**src/rtl/ewrapper_pkg.sv**
```systemverilog
// ewrapper_pkg: constants and types shared by the eLink wrapper receive path.
//   EW_NUM_CH       data + frame channels carried per link
//   EW_BITS_PER_CH  bits reassembled per channel per word
//   EW_PHASES       fast-clock cycles (DDR pairs) per word
//   EW_FRAME_CH     channel index carrying the frame signal
//   rx_align_state_e  byte-aligner states (HUNT, LOCKED)
package ewrapper_pkg;

    localparam int EW_NUM_CH      = 9;
    localparam int EW_BITS_PER_CH = 8;
    localparam int EW_PHASES      = 4;
    localparam int EW_FRAME_CH    = 8;
    localparam int EW_WORD_W      = EW_NUM_CH * EW_BITS_PER_CH;
    localparam int EW_PH_W        = $clog2(EW_PHASES);

    typedef enum logic {
        HUNT   = 1'b0,
        LOCKED = 1'b1
    } rx_align_state_e;

endpackage

```
**src/rtl/ewrapper_rx_align.sv**
```systemverilog
// ewrapper_rx_align: frame-edge detector, byte-phase counter, alignment FSM
// and saturating alignment-error counter.
// Ports:
//   clk, rst_n   fast link clock, async active-low reset
//   frame_even   frame-channel rising-edge sample (already conditioned)
//   frame_odd    frame-channel falling-edge sample, same-cycle pair
//   phase        phase of the pair presented this cycle (combinational)
//   capture      this cycle's pair belongs to an aligned word (combinational)
//   locked       registered: aligner is in LOCKED
//   err          registered one-cycle pulse per misaligned frame edge
//   err_cnt      saturating count of err pulses
module ewrapper_rx_align
    import ewrapper_pkg::*;
(
    input  logic               clk,
    input  logic               rst_n,
    input  logic               frame_even,
    input  logic               frame_odd,
    output logic [EW_PH_W-1:0] phase,
    output logic               capture,
    output logic               locked,
    output logic               err,
    output logic [7:0]         err_cnt
);

    rx_align_state_e    state_q, state_d;
    logic [EW_PH_W-1:0] phase_q;
    logic               prev_odd_q;
    logic               err_q;
    logic               err_now;
    logic               even_edge, odd_edge;

    // A rising frame that starts on the even sample is a byte boundary; one
    // that starts on the odd sample is half a bit-pair off and unusable.
    assign even_edge = !prev_odd_q && frame_even && frame_odd;
    assign odd_edge  = !frame_even && frame_odd;

    always_ff @(posedge clk or negedge rst_n) begin
        if (!rst_n) state_q <= HUNT;
        else        state_q <= state_d;
    end

    always_comb begin
        state_d = state_q;
        case (state_q)
            HUNT:    if (even_edge) state_d = LOCKED;
            LOCKED:  if (odd_edge)  state_d = HUNT;
            default: state_d = HUNT;
        endcase
    end

    always_comb begin
        err_now = 1'b0;
        capture = 1'b0;
        phase   = phase_q;
        case (state_q)
            HUNT: begin
                if (even_edge) begin
                    capture = 1'b1;
                    phase   = '0;
                end
                if (odd_edge) err_now = 1'b1;
            end
            LOCKED: begin
                if (odd_edge) begin
                    err_now = 1'b1;
                end else begin
                    capture = 1'b1;
                    // Edge away from phase 0 restarts the word here; the
                    // partial word never reaches phase 3 so it is dropped.
                    if (even_edge) begin
                        phase = '0;
                        if (phase_q != '0) err_now = 1'b1;
                    end
                end
            end
            default: ;
        endcase
    end

    always_ff @(posedge clk or negedge rst_n) begin
        if (!rst_n) begin
            phase_q    <= '0;
            prev_odd_q <= 1'b0;
            err_q      <= 1'b0;
            err_cnt    <= '0;
        end else begin
            prev_odd_q <= frame_odd;
            phase_q    <= capture ? phase + 1'b1 : '0;
            err_q      <= err_now;
            if (err_now && err_cnt != 8'hFF) err_cnt <= err_cnt + 8'd1;
        end
    end

    assign locked = (state_q == LOCKED);
    assign err    = err_q;

endmodule

```
**src/rtl/ewrapper_io_rx_deser.sv**
```systemverilog
// ewrapper_io_rx_deser: eLink receive deserializer and byte aligner.
// Collects four DDR sample pairs per channel, aligned to the frame channel,
// into one 72-bit word (9 channels x 8 bits, first wire bit = byte MSB).
// Build option: define ELINK_INVERT_EN to invert all even/odd samples
// (frame included) at the input, for the E64 target.
// Ports:
//   CLK_IN             fast link clock (IDDR clock)
//   RESET_N            async active-low reset
//   DATA_EVEN_IN[8:0]  rising-edge samples, channel 8 is frame
//   DATA_ODD_IN[8:0]   falling-edge samples, same-cycle pair
//   DATA_IN_TO_DEVICE  reassembled word, held between strobes
//   DATA_VALID         one-cycle strobe per new word
//   ALIGN_LOCKED       aligner locked to frame
//   ALIGN_ERR          one-cycle pulse per misaligned frame edge
//   ERR_CNT            saturating ALIGN_ERR count
module ewrapper_io_rx_deser
    import ewrapper_pkg::*;
(
    input  logic                 CLK_IN,
    input  logic                 RESET_N,
    input  logic [EW_NUM_CH-1:0] DATA_EVEN_IN,
    input  logic [EW_NUM_CH-1:0] DATA_ODD_IN,
    output logic [EW_WORD_W-1:0] DATA_IN_TO_DEVICE,
    output logic                 DATA_VALID,
    output logic                 ALIGN_LOCKED,
    output logic                 ALIGN_ERR,
    output logic [7:0]           ERR_CNT
);

    logic [EW_NUM_CH-1:0]                  even_s, odd_s;
    logic [EW_PHASES-2:0][EW_NUM_CH-1:0]   stage_even, stage_odd;
    logic [EW_PHASES-1:0][EW_NUM_CH-1:0]   ph_even, ph_odd;
    logic [EW_WORD_W-1:0]                  word_d, data_q;
    logic [EW_PH_W-1:0]                    phase;
    logic                                  capture, valid_q, last_phase;

`ifdef ELINK_INVERT_EN
    assign even_s = ~DATA_EVEN_IN;
    assign odd_s  = ~DATA_ODD_IN;
`else
    assign even_s = DATA_EVEN_IN;
    assign odd_s  = DATA_ODD_IN;
`endif

    ewrapper_rx_align u_align (
        .clk        (CLK_IN),
        .rst_n      (RESET_N),
        .frame_even (even_s[EW_FRAME_CH]),
        .frame_odd  (odd_s[EW_FRAME_CH]),
        .phase      (phase),
        .capture    (capture),
        .locked     (ALIGN_LOCKED),
        .err        (ALIGN_ERR),
        .err_cnt    (ERR_CNT)
    );

    assign last_phase = capture && (phase == EW_PH_W'(EW_PHASES - 1));

    always_ff @(posedge CLK_IN or negedge RESET_N) begin
        if (!RESET_N) begin
            stage_even <= '0;
            stage_odd  <= '0;
        end else if (capture) begin
            for (int k = 0; k < EW_PHASES - 1; k++) begin
                if (phase == EW_PH_W'(k)) begin
                    stage_even[k] <= even_s;
                    stage_odd[k]  <= odd_s;
                end
            end
        end
    end

    // Phase 3 comes straight from the pins so the word lands on the same edge.
    assign ph_even = {even_s, stage_even};
    assign ph_odd  = {odd_s,  stage_odd};

    for (genvar ch = 0; ch < EW_NUM_CH; ch++) begin : g_ch
        for (genvar k = 0; k < EW_PHASES; k++) begin : g_ph
            assign word_d[EW_BITS_PER_CH*ch + EW_BITS_PER_CH - 1 - 2*k] = ph_even[k][ch];
            assign word_d[EW_BITS_PER_CH*ch + EW_BITS_PER_CH - 2 - 2*k] = ph_odd[k][ch];
        end
    end

    always_ff @(posedge CLK_IN or negedge RESET_N) begin
        if (!RESET_N) begin
            data_q  <= '0;
            valid_q <= 1'b0;
        end else begin
            valid_q <= last_phase;
            if (last_phase) data_q <= word_d;
        end
    end

    assign DATA_IN_TO_DEVICE = data_q;
    assign DATA_VALID        = valid_q;

endmodule

```
**config.mk**
```make
export PLATFORM = sky130hd
export DESIGN_NAME = ewrapper_io_rx_deser
export DESIGN_NICKNAME = d
export VERILOG_FILES = /design/src/rtl/ewrapper_pkg.sv /design/src/rtl/ewrapper_rx_align.sv /design/src/rtl/ewrapper_io_rx_deser.sv
export SDC_FILE = /design/constraint.sdc
export NUM_CORES = 1
export LEC_CHECK = 0
export CAP_MARGIN = 20
export CORE_MARGIN = 1
export CORE_UTILIZATION = 56
export CTS_CLUSTER_SIZE = 16
export DETAILED_ROUTE_END_ITERATION = 16
export GPL_ROUTABILITY_DRIVEN = 0
export GPL_TIMING_DRIVEN = 0
export PLACE_DENSITY_LB_ADDON = 0.2
export SYNTH_ARGS = -nofsm -noshare
export SYNTH_HDL_FRONTEND = slang
export SYNTH_SLANG_ARGS = --single-unit
export TNS_END_PERCENT = 50
```
**constraint.sdc**
```tcl
create_clock -name CLK_IN -period 3 [get_ports CLK_IN]
set_input_delay 0.45 -clock CLK_IN [delete_from_list [all_inputs] [get_ports CLK_IN]]
set_output_delay 0.45 -clock CLK_IN [all_outputs]
set_load 0.1 [all_outputs]
```
* After elaboration in Yosys (flattened, before gate mapping)
Cells that the tools add are included.
** Word-level totals
- Bits in registers :: 140
- Input port bits :: 20
- Output and inout bits :: 83
- Logic and storage cells :: 44
** Operators by class
- Add/sub/neg operators :: 2
- Equality and inequality tests :: 4
- Muxes and demuxes :: 12
- Bitwise logic cells :: 1
- Reductions and logical operators :: 12
** Operators by type and width (count)
- $add A8 B1 Y8 const B :: 1
- $ne A8 B8 Y1 const B :: 1
- $mux W1 :: 6
- $mux W2 :: 3
- $reduce_and A2 Y1 :: 3
- $logic_and A1 B1 Y1 :: 5
- $eq A2 B2 Y1 const B :: 2
- $pmux W1 S2 :: 2
- $pmux W2 S2 :: 1
- $add A2 B1 Y2 const B :: 1
- $eq A2 B1 Y1 const B :: 1
- $logic_not A1 Y1 :: 2
- $logic_not A2 Y1 :: 1
- $reduce_bool A2 Y1 :: 1
- $not A1 Y1 :: 1

* Longest topological paths before layout
- Depth in word-level cells :: 8
- Depth in mapped cells :: 7
- Mapped depth without buffers :: 6

* Modules after synthesis
From an unflattened synthesis, not the netlist that was laid out.
** Second synthesis, totals
- Cells, all modules :: 326
- Area, all modules :: 5372.7 um^2
** Modules (own cells, without submodules)
- ewrapper_io_rx_deser :: times used 1, cells each 269, area each 4743.3 um^2, seq. area each 3178.0 um^2
- ewrapper_rx_align :: times used 1, cells each 57, area each 629.4 um^2, seq. area each 325.3 um^2

* Worst setup path after synthesis
Ideal clock, no wire load.
- Path kind :: register to register
- Start :: register u_align.err_cnt[0]
- End :: register u_align.err_cnt[1]
- Setup time :: 0.126 ns
- Arrival :: 2.163 ns
- Required time :: 2.874 ns
- Path slack :: 0.711 ns
- Stages on the path, launching flop included :: 6
- Path buffers :: 0
- Clock period less this slack :: 2.289 ns
- Cells stage by stage :: dfrtp_1 > ha_1 > and4_1 > nand4_1 > nand3_1 > mux2_2
** On the way
- Cells in the longest elaborated chain, start to end :: 2
- Elaborated cells between the ends (all ways) :: 3
- Classes of those cells :: add/sub (1); eq/ne (1); reduce/logical (1)
** RTL lines
- from (decl) :: line ewrapper_rx_align.sv:23 : output logic [7:0] err_cnt
- from (signal assigned) :: line ewrapper_rx_align.sv:91 : if (err_now && err_cnt != 8'hFF) err_cnt <= err_cnt + 8'd1;
- parallel branches: the longest is 2 deep, another holds $add A8 B1 Y8
Parallel ways; which one is timed is not known.
A chain may end at the register's enable or synchronous reset.

* Final worst setup path
- Start :: register u_align.err_cnt[5]
- End :: output ERR_CNT[5]
** RTL lines
- to (decl) :: line ewrapper_io_rx_deser.sv:27 : output logic [7:0] ERR_CNT
No word-level cell between the ends.

==> reports/metrics.csv <==
metric;value;unit
die height;100;um
clock edge transition at the registers on the reported setup and hold paths;60;ps
drt initial violations;73;
Netlist cell types;34;
FILL cells;590;
antenna-violating nets left;0;
yosys synthesis warning count;0;
HPWL Detailed;6940;um
worst slack, placed;399;ps
Critical Path, Cell by Cell;clkdlybuf4s50_1;
GRT overflow;0;
total routing usage reported by global routing;23.9;%
category of the worst setup path capture point;primary output;
final wirelength;10800;um
net count after synthesis;352;
TritonRoute pass-1 iters;4;
Row Count;35;
clock sink count;140;
# Max-Cap Violations;0;
routed vias/inst;5.37;
origin of the critical flop-to-flop path;u_align.prev_odd_q;
Die Outline Area;10100;um^2
result of the run;finished clean;
final setup vio count;0;
standard cell with the maximum stage delay on the critical path;clkdlybuf4s50_1;
max_slew headroom;31.9;%
worst setup skew after layout;9.63;ps
Horiz. Die Dim;100;um
Finished Layout Cells;594;
path type of the worst setup path;reg2out;
share of layout cells above drive strength 1;38.5;%
antenna violations before repair;0;
clock tree root driver cell;clkbuf_8;
number of global-route vias before repair;3462;
Max Freq;0.389;GHz
crit path from;u_align.err_cnt[5];
instance count after placement with tap cells included;562;
Max Fanout on Critical Path;7;
maximum cell stage delay along the critical path;1170;ps
data required time of the worst path;2550;ps
post-detailed-route wirelength per cell;18.1;um
number of design rule violations left after detail routing;0;
Clk Latency, worst-skew pair;510;ps
net total in the final layout;475;
H-tree level count;4;
worst-case setup margin in the final layout;426;ps
cts repair resizes;0;
standard cell core area;9330;um^2
area added between synthesis and finish;34.0;%
worst path bufs/invs;1;
wire length of the first global-routing pass;17700;um
Worst Max-Slew Pin Slew;1020;ps
flip-flop and latch count after synthesis;140;
CP delay by family, top;buffers and inverters;
netlist area before placement;5420;um^2
portion of the clock cycle consumed by the worst path in the final layout;85.8;%
starting density of the core;58.1;%
unrepaired setup endpoints after global routing;false;
Max Buffers Root-to-Sink;2;
synthesized instance count;330;
post-CTS repair timing setup buffer count;0;
pin count of the biggest net entering global routing;77;
path type of the worst min-delay path;in2async;
number of buffers created by CTS;17;
fraction of the yosys area taken by sequential cells;64.7;%
arrival time at the worst endpoint;2120;ps
Final Hold Viols;0;
number of ports placed on the die boundary;103;
TritonCTS clock tree;yes;
# port buffers;102;
crit start category;flop;
final number of max-transition violations;0;
count of antenna diodes in the layout;0;
post-route minimum period;2570;ps
total via count in the routed design;3188;
mean cell area of the mapped netlist;16.4;um^2
Post-Route Utilization;77.8;%
-- what timing repair did --
| action | 4_1_cts | 5_1_grt |
|---|---|---|
| setup endpoints to repair | 0 | 0 |
| hold buffers | 1 | 0 |
| endpoints found under the hold margin | 64 | 0 |
-- logic make-up after synthesis --
family                   share of synthesized area, %
AO/OA/AOI/OAI                                    1.66
XOR/XNOR                                        0.323
adder cells (fa/ha/maj)                         0.462
buffers and inverters                            2.77
flip-flops                                       64.7
multiplexers                                     26.6
AND/OR/NAND/NOR                                  3.51
-- per-layer routing --
layer  up-vias  track usage (%)  share of wire [%]
li1       1426                -                  -
met1      1652             28.8                 41
met2        90             40.1                 52
met3        20             6.20                4.7
met4         0             11.3                1.9
met5         -                0                  0
-- registers in the layout (all words and copies together), names as in the netlist --
register	cells
DATA_IN_TO_DEVICE	72
ph_even	27
ph_odd	27
u_align.err_cnt	8
u_align.phase_q	2
DATA_VALID	1
u_align.err	1
u_align.locked	1
u_align.prev_odd_q	1
-- final cells by class --
cell class	count	area [um^2]	share of cell area (%)
plain buffers	12	143	1.97
clock buffers	18	428	5.90
clock inverters	13	191	2.64
inverters	2	7.51	0.103
multi-input cells	176	1760	24.3
flip-flops and latches	140	3500	48.3
well taps	129	161	2.22
repair buffers	104	1060	14.6
-- path summary, 6_finish.rpt --
| path | to | slack [ps] | depth (start not counted) |
|---|---|---|---|
| min in group CLK_IN | u_align.phase_q[0] | 500 | 1 |
| min reg2reg | u_align.phase_q[0] | 500 | 1 |
| max in group asynchronous | DATA_IN_TO_DEVICE[23] | 1750 | 3 |
| max | ERR_CNT[5] | 430 | 1 |
| max reg2reg | ph_odd[22] | 1030 | 7 |
| min | DATA_IN_TO_DEVICE[30] | 490 | 2 |
-- synthesized netlist by cell type (all sizes together) --
cell | count | share of area (%)
o21ai | 2 | 0.25
inv | 2 | 0.14
a21o | 1 | 0.14
nand3 | 2 | 0.18
nand4 | 3 | 0.35
buf | 5 | 1.0
clkbuf | 7 | 1.6
and4 | 1 | 0.16
or2b | 1 | 0.16
dfrtp | 140 | 65
nor2 | 3 | 0.21
o22a | 1 | 0.16
a31oi | 7 | 0.81
and3 | 3 | 0.35
xnor2 | 2 | 0.32
nor3 | 2 | 0.39
a21oi | 1 | 0.092
ha | 2 | 0.46
and2 | 3 | 0.35
a21boi | 1 | 0.21
nand2 | 8 | 0.74
nor3b | 1 | 0.14
nor2b | 1 | 0.12
and2b | 1 | 0.14
nand2b | 2 | 0.23
mux2 | 128 | 27
-- cell usage in the layout, fill, tap and decap left out, types with 3 or more instances in the layout --
cell type / count
dfrtp_1: 140
nor2_1: 3
nand4_1: 3
and2_1: 3
and3_1: 3
nand2_1: 6
a31oi_1: 7
clkbuf_8: 8
bufinv_16: 4
buf_6: 4
clkinv_4: 4
mux2_2: 128
clkinvlp_4: 3
clkbuf_16: 16
clkdlybuf4s50_1: 101
-- metrics by stage --
step           setup TNS [ps]  cell area (um^2)  hold WS, ps
2_1_floorplan               0              5420          154
3_3_place_gp          -531920              6600          481
3_5_place_dp                0              6630          476
4_1_cts                     0              7260          502
5_1_grt                     0              7260          517
6_report                    0              7260          493
Power is left out: the tool's default activity adds up to more than one toggle a clock period on the data nets, which glitch-free logic cannot reach.
